$ cat src/rtl/mem_stage_pkg.sv
// Shared types and constants for the memory-access stage: FSM states,
// load funct3 codes and memory-control field positions.
package mem_stage_pkg;

  typedef enum logic [1:0] {
    IDLE = 2'd0,
    REQ  = 2'd1,
    RDW  = 2'd2
  } state_t;

  localparam logic [2:0] F3_LB  = 3'b000;
  localparam logic [2:0] F3_LH  = 3'b001;
  localparam logic [2:0] F3_LW  = 3'b010;
  localparam logic [2:0] F3_LBU = 3'b100;
  localparam logic [2:0] F3_LHU = 3'b101;

  localparam int MCR_STORE = 5;
  localparam int MCR_LOAD  = 4;

endpackage

$ cat src/rtl/load_data_align.sv
// Selects the addressed byte/half/word from a load response word and
// sign- or zero-extends it according to funct3.
module load_data_align
  import mem_stage_pkg::*;
(
  input  logic [31:0] read_data,
  input  logic [1:0]  offset,
  input  logic [2:0]  f3,
  output logic [31:0] data
);

  logic [7:0]  byte_sel;
  logic [15:0] half_sel;

  always_comb begin
    byte_sel = read_data[7:0];
    case (offset)
      2'd1:    byte_sel = read_data[15:8];
      2'd2:    byte_sel = read_data[23:16];
      2'd3:    byte_sel = read_data[31:24];
      default: byte_sel = read_data[7:0];
    endcase
    half_sel = offset[1] ? read_data[31:16] : read_data[15:0];

    // Unsupported widths fall back to the full word.
    case (f3)
      F3_LB:   data = {{24{byte_sel[7]}}, byte_sel};
      F3_LBU:  data = {24'h000000, byte_sel};
      F3_LH:   data = {{16{half_sel[15]}}, half_sel};
      F3_LHU:  data = {16'h0000, half_sel};
      default: data = read_data;
    endcase
  end

endmodule

$ cat src/rtl/stage_mem.sv
// Memory-access stage: data-memory handshake, load alignment and a registered
// writeback bundle. Optional performance counters under MEM_PERF_CNT_EN.
//
// state | meaning
// IDLE  | waiting for an instruction; non-memory ops retire from here
// REQ   | request held on the memory bus until Mem_Req_Ready
// RDW   | load accepted, waiting for Read_data_Valid
module stage_mem
  import mem_stage_pkg::*;
(
  input  logic        clk,
  input  logic        rst,
  input  logic        Done_I,
  input  logic [31:0] PC_I,
  input  logic [5:0]  MCR,
  input  logic [31:0] WDR,
  input  logic [31:0] ASR,
  input  logic [4:0]  RAR,
  input  logic [2:0]  F3R,
  output logic        Feedback_Mem_Acc,
  output logic [31:0] Address,
  output logic        MemWrite,
  output logic [31:0] Write_data,
  output logic [3:0]  Write_strb,
  output logic        MemRead,
  input  logic        Mem_Req_Ready,
  input  logic [31:0] Read_data,
  input  logic        Read_data_Valid,
  output logic        Read_data_Ready,
  output logic        Done_O,
  output logic [31:0] PC_O,
  output logic        RF_wen,
  output logic [4:0]  RF_waddr,
  output logic [31:0] RF_wdata,
  output logic [31:0] Load_cnt,
  output logic [31:0] Store_cnt,
  output logic [31:0] Stall_cnt
);

  state_t      state;
  logic        is_store, is_load, mem_op;
  logic        store_done, load_done, complete;
  logic [31:0] load_data;

  assign is_store   = MCR[MCR_STORE];
  assign is_load    = MCR[MCR_LOAD];
  assign mem_op     = is_store | is_load;
  assign store_done = (state == REQ) & is_store & Mem_Req_Ready;
  assign load_done  = (state == RDW) & Read_data_Valid;
  assign complete   = store_done | load_done;

  assign Feedback_Mem_Acc = Done_I & mem_op & ~complete;

  // Bus strobes decode straight from state so reset drops them immediately.
  assign MemRead         = (state == REQ) & is_load;
  assign MemWrite        = (state == REQ) & is_store;
  assign Read_data_Ready = (state == RDW);
  assign Address         = {ASR[31:2], 2'b00};
  assign Write_data      = WDR;
  assign Write_strb      = MCR[3:0];

  load_data_align u_align (
    .read_data (Read_data),
    .offset    (ASR[1:0]),
    .f3        (F3R),
    .data      (load_data)
  );

  always_ff @(posedge clk or posedge rst) begin
    if (rst) begin
      state    <= IDLE;
      Done_O   <= 1'b0;
      PC_O     <= 32'h0;
      RF_wen   <= 1'b0;
      RF_waddr <= 5'd0;
      RF_wdata <= 32'h0;
    end else begin
      Done_O <= 1'b0;
      RF_wen <= 1'b0;
      case (state)
        IDLE: begin
          if (Done_I) begin
            if (mem_op) begin
              state <= REQ;
            end else begin
              Done_O   <= 1'b1;
              PC_O     <= PC_I;
              RF_wen   <= (RAR != 5'd0);
              RF_waddr <= RAR;
              RF_wdata <= ASR;
            end
          end
        end
        REQ: begin
          if (Mem_Req_Ready) begin
            if (is_store) begin
              state    <= IDLE;
              Done_O   <= 1'b1;
              PC_O     <= PC_I;
              RF_waddr <= RAR;
            end else begin
              state <= RDW;
            end
          end
        end
        RDW: begin
          if (Read_data_Valid) begin
            state    <= IDLE;
            Done_O   <= 1'b1;
            PC_O     <= PC_I;
            RF_wen   <= (RAR != 5'd0);
            RF_waddr <= RAR;
            RF_wdata <= load_data;
          end
        end
        default: state <= IDLE;
      endcase
    end
  end

`ifdef MEM_PERF_CNT_EN
  always_ff @(posedge clk or posedge rst) begin
    if (rst) begin
      Load_cnt  <= 32'h0;
      Store_cnt <= 32'h0;
      Stall_cnt <= 32'h0;
    end else begin
      if (load_done)        Load_cnt  <= Load_cnt + 32'd1;
      if (store_done)       Store_cnt <= Store_cnt + 32'd1;
      if (Feedback_Mem_Acc) Stall_cnt <= Stall_cnt + 32'd1;
    end
  end
`else
  assign Load_cnt  = 32'h0;
  assign Store_cnt = 32'h0;
  assign Stall_cnt = 32'h0;
`endif

endmodule
$ cat config.mk
export PLATFORM = sky130hd
export DESIGN_NAME = stage_mem
export DESIGN_NICKNAME = d
export VERILOG_FILES = /design/src/rtl/mem_stage_pkg.sv /design/src/rtl/load_data_align.sv /design/src/rtl/stage_mem.sv
export SDC_FILE = /design/constraint.sdc
export NUM_CORES = 1
export LEC_CHECK = 0
export CAP_MARGIN = 25
export CORE_AREA = 5 5 147 149
export DETAILED_ROUTE_END_ITERATION = 12
export DIE_AREA = 0 0 152 154
export PLACE_DENSITY_LB_ADDON = 0.08
export SYNTH_ARGS = -nofsm -noshare
export SYNTH_HDL_FRONTEND = slang
export SYNTH_HIERARCHICAL = 1
export SYNTH_SLANG_ARGS = --single-unit
$ cat constraint.sdc
create_clock -name clk -period 2.1 [get_ports clk]
set_input_delay 0.42 -clock clk [delete_from_list [all_inputs] [get_ports clk]]
set_output_delay 0.42 -clock clk [all_outputs]
set_load 0.05 [all_outputs]
[Word level (Yosys, flattened, before mapping)]
Index checks and enable logic that the tools add are counted.
Storage, ports and cells
  register bits: 73
  input bits: 147
  output and inout port bits: 239
Cells by class
  equality and inequality tests: 14
  mux-type cells: 35
  bitwise gates (word level): 9
  reduce and logical (&&, ||, !) cells: 8
Operators with widths (number)
  $mux 32: 8
  $pmux 32 s4: 1
  $pmux 32 s3: 1
  $pmux 32 s2: 1
  $mux 5: 5
  $pmux 8 s3: 1
  $mux 16: 1
  $pmux 5 s3: 1
  $ne 2x2->1 const B: 6
  $mux 2: 5
  $mux 1: 8
  $reduce_and 4->1: 2
  $and 1x1->1: 6
  $eq 2x2->1 const B: 3
  $eq 3x3->1 const B: 2
  $pmux 2 s3: 1
  $reduce_and 6->1: 1
  $reduce_bool 5->1: 1
  $eq 2x1->1 const B: 2
  $eq 3x1->1 const B: 1
  $logic_not 3->1: 1
  $pmux 1 s3: 1
  $reduce_bool 3->1: 1
  $logic_not 2->1: 1
  other kinds (4): 5

[Depth between registers and ports, before layout]
Gate-level depths: netlist of run 1.
  depth in word-level cells: 6
  depth in mapped cells: 8
  gate-level depth less buffers: 6

[By module]
The synthesis of run 1 kept the hierarchy.
By module, submodules not included
  stage_mem: instances 1, cells an instance 372, area each 4436.8 um^2, seq. area each 1826.8 um^2
  load_data_align: instances 1, cells an instance 111, area each 668.1 um^2, seq. area each 0.0 um^2

[Least setup slack after synthesis of run 1]
No wires, ideal clock.
  kind: register -> register
  from: register state[0]
  to: register RF_wdata[0]
  setup time: 125 ps
  arrival time: 2101 ps
  required time: 1975 ps
  setup slack: -125 ps
  cell stages (with the launch flop): 7
  clock period less this slack: 2225 ps
  path through: dfrtp_1 > buf_2 > nor2b_1 > buf_2 > buf_1 > mux2_2 > mux2_2
On the way
  cells in the longest elaborated chain, start to end: 3
  elaborated cells on any way between the ends: 8
  classes of those cells: eq/ne: 4; mux: 1; reduce/logical: 3
RTL lines
  start: declaration: RTL line stage_mem.sv:40  | state_t state;
  start signal: assignment: RTL line stage_mem.sv:71  | state <= IDLE;
  start signal: assignment: RTL line stage_mem.sv:84  | state <= REQ;
  start signal: assignment: RTL line stage_mem.sv:97  | state <= IDLE;
  $eq 2x2->1 (*)
  net Read_data_Ready: RTL line stage_mem.sv:29  | output logic Read_data_Ready,
  $ne 2x2->1 (no source line) or $reduce_bool 2->1 (tied branches)
  $reduce_and 4->1 (no source line)
  end signal: assignment: RTL line stage_mem.sv:113  | RF_wdata <= load_data;
  end: declaration: RTL line stage_mem.sv:34  | output logic [31:0] RF_wdata,
Mark *: on every way through the listed nets, which the timed path passes. The rest lies on a longest branch.
A chain may end at the register's enable or synchronous reset.

[Final worst setup path of run 1]
  from: input port Read_data[31]
  to: register RF_wdata[8]
On the way
  cells in the longest elaborated chain, start to end: 4
RTL lines
  start: declaration: RTL line stage_mem.sv:27  | input logic [31:0] Read_data,
  $pmux 8 s3: RTL line load_data_align.sv:17  | case (offset)
  $pmux 32 s4: RTL line load_data_align.sv:26  | case (f3)
  net load_data[8]: RTL line stage_mem.sv:43  | logic [31:0] load_data;
  $mux 32: RTL line stage_mem.sv:107  | if (Read_data_Valid) begin
  $pmux 32 s2: RTL line stage_mem.sv:80  | case (state)
The timed path passes the listed nets, and every way through them passes these cells. The select of a mux whose other input is x is not followed.

==> impl_metrics.json, run 1 <==
{
  "status": "completed",
  "timing.rr.start": "state[1]$_DFFE_PP0P_",
  "gp_congestion": 0.756,
  "synthFlopType": "dfrtp_1",
  "io-pin-count": 386,
  "drc": 0,
  "critical_path.cell_chain": "dlygate4sd2_1 > mux4_2 > and3b_2 > a221o_1 > mux2_2 > mux2_2",
  "cts_buffer_depth": 2,
  "worst_setup_path_start_kind": "input port",
  "required_ns": 2.33,
  "final_layout_size_suffix_gt1_share_pct": 27.2,
  "startpoint": "Read_data[31]",
  "synth_edf_count": 0,
  "rsz0062_at_grt": "no",
  "finalMaxSlewViolations": 0,
  "grt_pass1_wl_mm": 25.3,
  "fin_crit_sh_pct": 97.1,
  "p_leak_nw": 3.36,
  "peakVddDrop_uv": 626,
  "tritoncts": "done",
  "ys_async_sr_fraction_pct": 100,
  "wl_met3_mm": 1.89,
  "vias": 3787,
  "antenna_cells": 0,
  "dieArea_mm2": 0.0234,
  "critPathCaptureType": "flip-flop",
  "synth_xor_area_share_pct": 0,
  "numCtsBuffers": 9,
  "numPortBuffers": 215,
  "clk_latency_ns": 0.35,
  "grt_util_all_layers_pct": 13.9,
  "yosys.area_share.simple_pct": 5.96,
  "r2r_end": "PC_O[19]$_DFFE_PP0P_",
  "dp_cells": 909,
  "first_pass_iters": 4,
  "met2_length_mm": 8.20,
  "cellPowerDensity_mw_per_mm2": 1220,
  "synth_cells": 483,
  "first_global_vias": 4110,
  "synth_area_per_cell_um2": 10.6,
  "top_layer_used": "met4",
  "die_x_um": 152,
  "power_mw": 9.22,
  "clk_pin_slew_ns": 0.06,
  "critPathArrivalTime_ns": 2.27,
  "wl_per_cell_um": 18.2,
  "crit_fanout": 8,
  "synthAdderAreaFrac_pct": 0,
  "wl_mm": 16.9,
  "reg2regPathDepth": 4,
  "ant_nets": 0,
  "grt_max_degree": 40,
  "fin_skew_ns": 0.00548,
  "antenna_found_initial": 0,
  "syn-cell-area_mm2": 0.00510,
  "clock_sinks": 73,
  "cp_common_cell": "mux2_2",
  "synth_top_family_by_area": "buffers and inverters",
  "root_buffer": "clkbuf_16",
  "vias_per_cell": 4.09,
  "ys_seq_area_share_pct": 35.8,
  "hold_viol": 0,
  "maxCapViolCount": 0,
  "first_iter_violations": 116,
  "placedInstanceArea_mm2": 0.00724,
  "ys_seq_elements": 73,
  "cp-endpoint": "RF_wdata[8]$_DFFE_PP0P_",
  "grt_overflow": 0,
  "instances_no_fill": 927,
  "max_slew_margin_pct": 57.3,
  "critPathMaxStageDelay_ns": 0.50,
  "nets": 799,
  "min_path_type": "input port to asynchronous set/reset pin",
  "synthToLayoutAreaGrowth_pct": 48.2,
  "die_h_um": 154,
  "critPathSlowestCell": "mux4_2",
  "setup-violations-final": 0,
  "ys_warn_count": 6,
  "row_count": 52,
  "start_util_pct": 25.5,
  "synthMuxAreaShare_pct": 23.1,
  "final.min_clock_period_ns": 2.04,
  "r2r_slack_ns": 0.17,
  "crit_type": "input port to flip-flop",
  "fmax_mhz": 491,
  "ctsHtreeMaxLevel": 3,
  "routedLengthMet1_mm": 6.57,
  "synth_compound_area_share_pct": 7.77,
  "core_area_mm2": 0.0200,
  "synth.distinct_cells": 37,
  "design_area_mm2": 0.00756,
  "worstMarginPinSlew_ns": 0.640,
  "dpl.hpwl_mm": 13.6
}
## cell type report
cell class	count	area (um^2)
clock buffer	9	225
clock inverter	7	70.1
fill	2015	12500
inverter	5	22.5
multi-input combinational	315	2280
sequential	73	1830
tap	270	338
timing repair buffer	248	2800
## sequential cells by signal, summed over array words and instances, names as in the netlist
name / count
PC_O: 32
RF_wdata: 32
RF_waddr: 5
RF_wen: 1
state: 2
Done_O: 1
## how the worst min path moves through the flow
stage / from / to / cells after the start
after detailed placement: PC_O[14]$_DFFE_PP0P_ / PC_O[14]$_DFFE_PP0P_ / 1
after global routing: PC_O[17]$_DFFE_PP0P_ / PC_O[17]$_DFFE_PP0P_ / 1
after global placement: PC_O[24]$_DFFE_PP0P_ / PC_O[24]$_DFFE_PP0P_ / 1
after CTS: PC_O[17]$_DFFE_PP0P_ / PC_O[17]$_DFFE_PP0P_ / 1
after floorplan: state[1]$_DFFE_PP0P_ / state[0]$_DFFE_PP0P_ / 1
final: rst / RF_wdata[7]$_DFFE_PP0P_ / 3
## metrics by stage
step / hold WS [ns] / setup slack, ns / TNS (ns) / utilization [%]
2_1_floorplan: 0.507 / 0.00952 / 0 / -
3_3_place_gp: 0.467 / -0.558 / -25.53 / 36.1
3_5_place_dp: 0.474 / -0.583 / -27.06 / 36.1
4_1_cts: 0.488 / 0.0288 / 0 / 37.6
5_1_grt: 0.494 / 0.00436 / 0 / 37.7
6_report: 0.486 / 0.0616 / 0 / 37.7
## per-layer routing
layer	vias to the layer above	global-route usage [%]
li1	1720	-
met3	18	6.52
met2	237	23.8
met1	1812	15.6
met4	0	3.94
met5	-	0
## cell families (layout without fill, tap and decap cells)
logic type / count (synthesis) / after routing
buf+inv: 192 / 269
mux: 104 / 104
flops: 73 / 73
simple gates: 62 / 62
compound gates: 51 / 51
other cells: 1 / 98
## timing repair
action                     CTS  global route
buffers inserted             0             2
resized for setup            9             2
hold buffers                 0             0
setup endpoints to repair   29            16
pin swaps                    1             2
## cells in the mapped netlist (3+ instances only)
cell / number / area [um^2]
a21o_1: 17 / 128
a221o_1: 8 / 80.1
a22oi_1: 7 / 52.6
and3b_1: 3 / 26.3
buf_2: 3 / 15.0
buf_4: 168 / 1260
clkbuf_1: 11 / 41.3
dfrtp_1: 73 / 1830
inv_1: 5 / 18.8
mux2_1: 19 / 214
mux2_2: 83 / 935
nand2_1: 38 / 143
nand2b_1: 7 / 43.8
nor2_1: 5 / 18.8
nor2b_1: 4 / 25.0
o21ai_1: 8 / 40.0
## report_power, final
group          internal, mW  leakage [nW]  switching, mW  total [mW]
sequential             2.00         0.864          0.301        2.30
clock                 0.920         0.146          0.645        1.56
combinational          1.89          2.35           3.46        5.35
## critical path, delay by kind of cell
| family | cells | cell delay, ns |
|---|---|---|
| AOI/OAI and AO/OA | 1 | 0.28 |
| buffers and inverters | 1 | 0.27 |
| muxes | 3 | 1.02 |
| and+or+nand+nor | 1 | 0.27 |
## layout by cell type, fill, tap and decap left out, types with 2 or more instances in the layout
cell type	count
nand2b_1	7
clkinv_2	3
dfrtp_1	72
nor2b_1	3
mux2_1	19
a221o_1	8
o21ai_1	8
a21oi_1	2
clkdlybuf4s50_1	172
nand2_1	38
dlygate4sd2_1	6
and3b_1	2
clkbuf_16	9
buf_4	29
conb_1	98
nor2_1	5
buf_12	40
clkinvlp_4	2
mux2_2	83
a21o_1	17
inv_1	4
a22oi_1	7
Note: power is estimated with default switching activity, not from simulation.
==> inputs of run 2 (changes only) <==
CAP_MARGIN = not set   (was 25)
==> results of run 2 <==
The final DEF is identical to that of run 1; final timing and power are the same.
